## src/rtl/loteria_pkg.sv

```systemverilog
// Shared types and constants for the lottery front-end and FSM.
// Digit range limit, debounce state encoding and the digit type.
package loteria_pkg;

    localparam logic [3:0] DIGIT_MAX = 4'd9;

    typedef logic [3:0] digit_t;

    typedef enum logic [2:0] {
        ARMING,
        IDLE,
        PRESS_WAIT,
        PRESSED,
        RELEASE_WAIT
    } deb_state_t;

    function automatic logic digit_valid(input digit_t d);
        return d <= DIGIT_MAX;
    endfunction

endpackage

```

## src/rtl/loteria_input_conditioner_debounce.sv

```systemverilog
// One active-low key: 2-FF synchronizer, debounce FSM and a single-cycle
// qualify strobe asserted in the cycle the press is accepted.
module debounce_onepulse
    import loteria_pkg::*;
#(
    parameter int unsigned DEBOUNCE_CYCLES = 1_000_000,
    parameter int unsigned CNT_W           = $clog2(DEBOUNCE_CYCLES + 1)
) (
    input  logic clk,
    input  logic reset,
    input  logic key_n,
    output logic qualify
);

    localparam logic [CNT_W-1:0] TARGET = CNT_W'(DEBOUNCE_CYCLES);
    localparam logic [CNT_W-1:0] ONE    = CNT_W'(1);

    logic             key_s1;
    logic             key_s2;
    logic             pressed;
    deb_state_t       state;
    deb_state_t       state_next;
    logic [CNT_W-1:0] cnt;
    logic [CNT_W-1:0] cnt_next;
    logic [CNT_W-1:0] cnt_inc;

    // Synchronizer idles at "released" so reset never looks like a press.
    always_ff @(posedge clk) begin
        if (reset) begin
            key_s1 <= 1'b1;
            key_s2 <= 1'b1;
        end else begin
            key_s1 <= key_n;
            key_s2 <= key_s1;
        end
    end

    assign pressed = ~key_s2;
    assign cnt_inc = cnt + ONE;

    always_ff @(posedge clk) begin
        if (reset) begin
            state <= ARMING;
            cnt   <= '0;
        end else begin
            state <= state_next;
            cnt   <= cnt_next;
        end
    end

    always_comb begin
        state_next = state;
        cnt_next   = cnt;
        qualify    = 1'b0;
        case (state)
            ARMING: begin
                if (pressed) begin
                    cnt_next = '0;
                end else if (cnt_inc == TARGET) begin
                    state_next = IDLE;
                    cnt_next   = '0;
                end else begin
                    cnt_next = cnt_inc;
                end
            end
            IDLE: begin
                if (pressed) begin
                    state_next = PRESS_WAIT;
                    cnt_next   = ONE;
                end
            end
            PRESS_WAIT: begin
                if (!pressed) begin
                    state_next = IDLE;
                    cnt_next   = '0;
                end else if (cnt_inc == TARGET) begin
                    state_next = PRESSED;
                    cnt_next   = '0;
                    qualify    = 1'b1;
                end else begin
                    cnt_next = cnt_inc;
                end
            end
            PRESSED: begin
                if (!pressed) begin
                    state_next = RELEASE_WAIT;
                    cnt_next   = ONE;
                end
            end
            RELEASE_WAIT: begin
                if (pressed) begin
                    state_next = PRESSED;
                    cnt_next   = '0;
                end else if (cnt_inc == TARGET) begin
                    state_next = IDLE;
                    cnt_next   = '0;
                end else begin
                    cnt_next = cnt_inc;
                end
            end
            default: begin
                state_next = ARMING;
                cnt_next   = '0;
            end
        endcase
    end

endmodule

```

## src/rtl/loteria_input_conditioner.sv

```systemverilog
// Board-pin front end for the lottery FSM: debounced single-cycle insert/finish
// strobes, validated digit latch and insert-before-finish arbitration.
module loteria_input_conditioner
    import loteria_pkg::*;
#(
    parameter int unsigned DEBOUNCE_CYCLES = 1_000_000,
    parameter int unsigned CNT_W           = $clog2(DEBOUNCE_CYCLES + 1)
) (
    input  logic       clk,
    input  logic       reset,
    input  logic       key_insert_n,
    input  logic       key_finish_n,
    input  logic [3:0] sw_num,
    output logic       insert_pulse,
    output logic       finish_pulse,
    output logic [3:0] num_out,
    output logic       num_invalid
);

    digit_t sw_s1;
    digit_t sw_s2;
    logic   insert_q;
    logic   finish_q;
    logic   insert_fire;
    logic   finish_pending;

    debounce_onepulse #(
        .DEBOUNCE_CYCLES(DEBOUNCE_CYCLES),
        .CNT_W          (CNT_W)
    ) u_deb_insert (
        .clk    (clk),
        .reset  (reset),
        .key_n  (key_insert_n),
        .qualify(insert_q)
    );

    debounce_onepulse #(
        .DEBOUNCE_CYCLES(DEBOUNCE_CYCLES),
        .CNT_W          (CNT_W)
    ) u_deb_finish (
        .clk    (clk),
        .reset  (reset),
        .key_n  (key_finish_n),
        .qualify(finish_q)
    );

    always_ff @(posedge clk) begin
        if (reset) begin
            sw_s1 <= '0;
            sw_s2 <= '0;
        end else begin
            sw_s1 <= sw_num;
            sw_s2 <= sw_s1;
        end
    end

    assign insert_fire = insert_q && digit_valid(sw_s2);

    // A finish qualifying alongside an issued insert is deferred one cycle;
    // debounce spacing guarantees nothing else can collide with it.
    always_ff @(posedge clk) begin
        if (reset) begin
            insert_pulse   <= 1'b0;
            finish_pulse   <= 1'b0;
            finish_pending <= 1'b0;
            num_out        <= '0;
            num_invalid    <= 1'b0;
        end else begin
            insert_pulse   <= insert_fire;
            finish_pulse   <= finish_pending || (finish_q && !insert_fire);
            finish_pending <= finish_q && insert_fire;
            if (insert_fire) begin
                num_out <= sw_s2;
            end
            if (insert_q) begin
                num_invalid <= !digit_valid(sw_s2);
            end
        end
    end

endmodule

```

## config.mk

```make
export PLATFORM = sky130hd
export DESIGN_NAME = loteria_input_conditioner
export DESIGN_NICKNAME = d
export VERILOG_FILES = /design/src/rtl/loteria_pkg.sv /design/src/rtl/loteria_input_conditioner_debounce.sv /design/src/rtl/loteria_input_conditioner.sv
export SDC_FILE = /design/constraint.sdc
export NUM_CORES = 1
export LEC_CHECK = 0
export CORE_ASPECT_RATIO = 1.4
export CORE_MARGIN = 5
export CORE_UTILIZATION = 35
export CTS_CLUSTER_SIZE = 10
export DETAILED_ROUTE_END_ITERATION = 6
export DONT_BUFFER_PORTS = 1
export PLACE_DENSITY_LB_ADDON = 0.12
export SLEW_MARGIN = 40
export SYNTH_ARGS = -nofsm -noshare
export SYNTH_HDL_FRONTEND = slang
export SYNTH_SLANG_ARGS = --single-unit
```

## constraint.sdc

```tcl
create_clock -name clk -period 3.25 [get_ports clk]
set_input_delay 0.4875 -clock clk [delete_from_list [all_inputs] [get_ports clk]]
set_output_delay 0.4875 -clock clk [all_outputs]
set_load 0.05 [all_outputs]
```

==> results of run 1 <==
-- worst register-to-register path: cells and delay by family, from the launching register on --
| kind | cells | cell delay [ns] |
|---|---|---|
| AOI/OAI and AO/OA | 1 | 0.17 |
| muxes | 1 | 0.35 |
| adders and majority gates | 1 | 0.29 |
| DFF | 1 | 0.45 |
| and+or+nand+nor | 5 | 1.39 |
| buffers and inverters | 1 | 0.26 |
-- where the power goes --
group	switching [mW]	internal, mW	total, mW
Clock	0.357	0.686	1.04
Combinational	0.0566	0.0331	0.0897
Sequential	0.0233	0.826	0.849
Total	0.437	1.55	1.98
-- area by class of cell --
type / instances / area share, %
Clock inverter: 5 / 1.90
Multi-Input combinational cell: 361 / 53.4
Clock buffer: 10 / 5.76
Tap cell: 138 / 4.16
Sequential cell: 66 / 31.8
Timing Repair Buffer: 10 / 1.81
Inverter: 12 / 1.09
-- kinds of logic after synthesis --
group                    after synthesis  share of synthesized area [%]
AO/OA/AOI/OAI                         91                           16.8
XOR/XNOR                              23                           5.36
adder cells (fa/ha/maj)                3                          0.999
buffers and inverters                 52                           5.93
flip-flops                            66                           35.2
multiplexers                           3                          0.799
AND/OR/NAND/NOR                      241                           35.0
-- per-layer routing --
metal | GRT usage (%) | vias up | share of wire, %
met3 | 2.47 | 28 | 3.0
li1 | - | 1696 | -
met1 | 17.3 | 1578 | 42
met2 | 27.5 | 71 | 51
met4 | 9.24 | 0 | 4.1
met5 | 0 | - | 0
-- worst max-delay path by stage --
| stage | from | endpoint | slack [ns] | depth (start not counted) |
|---|---|---|---|---|
| 2_1_floorplan | u_deb_insert.cnt[0]$_SDFFE_PP0P_ | finish_pulse$_SDFF_PP0_ | 0.81 | 9 |
| 3_3_place_gp | u_deb_insert.cnt[0]$_SDFFE_PP0P_ | num_invalid$_SDFFE_PP0P_ | 0.33 | 9 |
| 3_5_place_dp | u_deb_insert.cnt[0]$_SDFFE_PP0P_ | num_invalid$_SDFFE_PP0P_ | 0.36 | 9 |
| 4_1_cts | u_deb_insert.cnt[0]$_SDFFE_PP0P_ | num_invalid$_SDFFE_PP0P_ | 0.30 | 9 |
| 5_1_grt | u_deb_insert.cnt[0]$_SDFFE_PP0P_ | num_invalid$_SDFFE_PP0P_ | 0.08 | 9 |
| 6_report | u_deb_insert.cnt[0]$_SDFFE_PP0P_ | num_invalid$_SDFFE_PP0P_ | 0.30 | 9 |
-- through the flow --
step                      hold slack (ns)  instances  setup slack, ns
after global routing                0.214        602           0.0809
final                               0.222        602            0.298
after detailed placement            0.401        587            0.362
after floorplan                     0.389        479            0.806
after CTS                           0.215        602            0.303
after global placement              0.399        587            0.330
-- synth_stat cells (all sizes together), types with 4 or more instances --
cell	n	area (um2)
dfxtp	66	1320
nand2	57	214
nor2	36	135
clkbuf	23	88.8
nand4	23	144
o21ai	22	110
nand3	20	113
a21oi	19	95.1
nor4	19	155
buf	17	88.8
nor3	17	85.1
nor2b	13	81.3
inv	12	45.0
xnor2	12	105
xor2	11	96.3
or2	10	62.6
or3	9	56.3
and3	7	43.8
nand2b	7	43.8
o211ai	6	50.1
o31ai	6	45.0
or4	6	45.0
and4	4	35.0
nor3b	4	30.0
o311ai	4	35.0
o31a	4	35.0
-- registers in the layout, indices dropped and copies added (netlist names), 3 cells and up --
signal and flops:
num_out 4, sw_s1 4, sw_s2 4, u_deb_finish.cnt 20, u_deb_finish.state 3, u_deb_insert.state 3
u_deb_insert.cnt 20
==> metrics.txt, run 1 <==
status=finished clean; Crit path required time=3.53 ns; Slew HR=51.2%; leakage=1.42 nW; antenna cells=0; final setup violating endpoints=0; Detail Placement HPWL=6830 um; Mean Syn Cell Area=7.85 um2; clk slew on worst S/H paths=0.06 ns; CP Cell Sequence=ha_1, nand4_1, nor3_1, mux2i_1, nand4_1, nor4_4, buf_4, nor3b_1, o211a_1; first-pass GRT wire length=16300 um; H-Tree Depth=3; max-cap viol count=0; TritonCTS clock tree=done; post_cts resized=0; Tot GR Track Use=15.5%; Highest Clock Rate=339 MHz; # hold bufs at CTS=0; CP endpoint kind=register; VDD IR-drop max=254 uV; Die H=133 um; critical path's slowest cell=dfxtp_1; clock net sink count=66; GPL Wtd Cong=0.856; Worst Tran Pin Value=0.732 ns; FP Rows=44; Final min period=2.95 ns; First-pass DRT Iterations=4; Arr. time, crit path=3.23 ns; Seq cells post-synth=66; Worst path max stage delay=0.45 ns; Core Region=10500 um2; antenna violations before repair=0; Iteration-0 DRC Markers=131; crit path buf inv count=1; R2R setup slack=0.30 ns; Synth Instances=479; ys async rst share=0%; RR Startpoint=u_deb_insert.cnt[0]$_SDFFE_PP0P_; multi-input logic area=2220 um2; fin crit share=90.8%; number of global-route vias before repair=3326; Die ar.=12900 um2; CTS Buf Count=9; Hold EP=u_deb_finish.cnt[13]$_SDFFE_PP0P_; ys flop type=dfxtp_1; hold depth=1; most frequent CP cell=nand4_1; Vias per Instance=5.60; post-route cell area=4150 um2; Routed Antenna Nets=0; crit path kind=reg2reg; clk_skew=0.00328 ns; worst r2r path cells=9; Routed WL per cell=16.2 um; Pwr per Cell Area=478 nW/um2; number of synthesized flops with an enable pin=0; Area Overhead vs Synth=10.4%; clock latency at the later pin of the worst-skew pair=0.33 ns; Vias=3373; wirelength, routed=9750 um; register area=1320 um2; RSZ-0062 raised after global routing=no; commonest cells after routing, fill and taps aside=dfxtp_1 (66), nand2_1 (57), nor2_1 (35); Pwr Total=1.98 mW; reg2reg end=num_invalid$_SDFFE_PP0P_; commonest non-fill, non-tap cell in the layout=dfxtp_1; largest net degree at the start of global routing=46; Post-Place Cell Area=3830 um2; Synth cell types=58; syn_nets=490; crit path max fanout=16; Max Root-Sink Buffers=2; Slew Limit Fails=0; Residual DRC=0; Worst path top cell family by delay=simple AND/OR/NAND/NOR gates; global route overflow=0; HP Class=in2reg; I/O Pins=15; Fillers=1068; Startpoint Class=register; Syn Std Cell Area=3760 um2; Post-CTS Repair Setup Buffers=0; final hold vios=0; register area share after synthesis=35.2%; port buffer count=0; Core Util, Final=39.7%; die width=97.6 um; min-delay src=reset; share of cells above drive strength 1=8.41%; nets@finish=471; root buffer cell=clkbuf_16; initial core utilization=35.9%; number of synthesis warnings=0; setup TNS=0 ns
(Power assumes the default switching activity.)
==> run 2: changes to the inputs <==
Settings changed: CORE_ASPECT_RATIO 1.4 to not set.
==> run 2 against run 1 <==
Compared with the run above:
- critical path depth decreased by 1
- clock power decreased by 30%
- critical path type unchanged
- count of clock-buffer cells in the layout decreased by 1
- highest routed layer unchanged
- via count decreased by 0.89%
==> metrics.txt, run 2 (same netlist as run 1, synthesis figures left out) <==
RR Startpoint=u_deb_finish.cnt[2]$_SDFFE_PP0P_; clock net sink count=66; Post-Place Worst Slack=0.261 ns; First-pass DRT Iterations=4; CTS Buf Count=9; clk slew on worst S/H paths=0.09 ns; Worst path max stage delay=0.50 ns; Highest Clock Rate=335 MHz; I/O Pins=15; Area Overhead vs Synth=8.62%; commonest cells after routing, fill and taps aside=dfxtp_1 (66), nand2_1 (57), nor2_1 (35); crit path kind=reg2reg; initial core utilization=36.1%; CP Cell Sequence=nand4_1, buf_4, nor4_2, xor2_1, o2111ai_1, nor4_4, or2_1, o211ai_1; leakage=1.40 nW; antenna violations before repair=0; final setup violating endpoints=0; Final min period=2.99 ns; Residual DRC=0; setup TNS=0 ns; Routed Antenna Nets=0; Tot GR Track Use=15.2%; Slew Limit Fails=0; min-delay src=reset; crit path from=u_deb_finish.cnt[2]$_SDFFE_PP0P_; Detail Placement HPWL=6470 um; Pwr Total=1.67 mW; global route overflow=0; crit path max fanout=10; GPL Wtd Cong=0.881; share of cells above drive strength 1=9.96%; Top Registers=u_deb_finish.cnt x20, u_deb_insert.cnt x20; Core Region=10400 um2; Routed WL per cell=15.6 um; Max Root-Sink Buffers=2; clock latency at the later pin of the worst-skew pair=0.35 ns; Crit path required time=3.47 ns; die width=114 um; Worst Tran Pin Value=0.710 ns; routed length on met3=337 um; status=finished clean; crit path buf inv count=1; port buffer count=0; Slew HR=52.7%; largest net degree at the start of global routing=46; critical path's slowest cell=dfxtp_1; Die H=114 um; fin crit share=91.9%; antenna cells=0; Arr. time, crit path=3.21 ns; highest routed layer=met4; TritonCTS clock tree=done; number of global-route vias before repair=3122; Final WS setup=0.264 ns; Iteration-0 DRC Markers=215; commonest non-fill, non-tap cell in the layout=dfxtp_1; max-cap viol count=0; VDD IR-drop max=223 uV; Post-Route M1 WL=4780 um; CP endpoint kind=register; HP Class=in2reg; RSZ-0062 raised after global routing=no; Die ar.=12900 um2; wirelength, routed=9490 um; Worst path top cell family by delay=simple AND/OR/NAND/NOR gates; Pwr per Cell Area=408 nW/um2; FP Rows=37; root buffer cell=clkbuf_8; first-pass GRT wire length=16100 um; Vias=3343; post_cts resized=0; clk_skew=0.0109 ns; Vias per Instance=5.50; H-Tree Depth=3; Met2 Wirelength=4260 um; final hold vios=0; Startpoint Class=register; nets@finish=478
run 2: cell type report:
| type | count | area [um2] |
|---|---|---|
| Clock inverter | 7 | 77.6 |
| Fill cell | 1089 | 6330 |
| Inverter | 12 | 45.0 |
| Clock buffer | 9 | 124 |
| Tap cell | 136 | 170 |
| Multi-Input combinational cell | 361 | 2220 |
| Sequential cell | 66 | 1320 |
| Timing Repair Buffer | 17 | 128 |
run 2: power by group:
group          switching, mW  total (mW)  internal [mW]  leakage [nW]
Clock                  0.367       0.728          0.361         0.100
Combinational         0.0589      0.0946         0.0356         0.763
Sequential            0.0206       0.845          0.824         0.535
run 2: timing repair:
| item | 4_1_cts | 5_1_grt |
|---|---|---|
| endpoints found under the setup margin | 0 | 7 |
| buffers inserted | 0 | 4 |
| hold buffers | 0 | 0 |
run 2: metal layers:
| metal | GRT usage, % | vias to the layer above |
|---|---|---|
| met5 | 0 | - |
| met3 | 2.86 | 11 |
| li1 | - | 1712 |
| met2 | 23.6 | 61 |
| met1 | 21.5 | 1559 |
| met4 | 4.57 | 0 |
run 2: final timing paths:
path | slack [ns] | cells past startpoint | end
setup / recovery | 0.26 | 8 | u_deb_finish.cnt[5]$_SDFFE_PP0P_
hold / removal | 0.19 | 1 | sw_s1[3]$_SDFF_PP0_
setup reg to reg | 0.26 | 8 | u_deb_finish.cnt[5]$_SDFFE_PP0P_
hold reg to reg | 0.42 | 1 | u_deb_insert.key_s2$_SDFF_PP1_
run 2: metrics by stage:
| step | util [%] | instances | hold slack (ns) | area, um2 |
|---|---|---|---|---|
| finish | 39.2 | 608 | 0.195 | 4080 |
| floorplan | - | 479 | 0.389 | 3760 |
| global route | 39.2 | 608 | 0.172 | 4080 |
| global placement | 36.9 | 588 | 0.400 | 3850 |
| CTS | 38.9 | 604 | 0.174 | 4050 |
| detailed placement | 36.9 | 588 | 0.397 | 3850 |
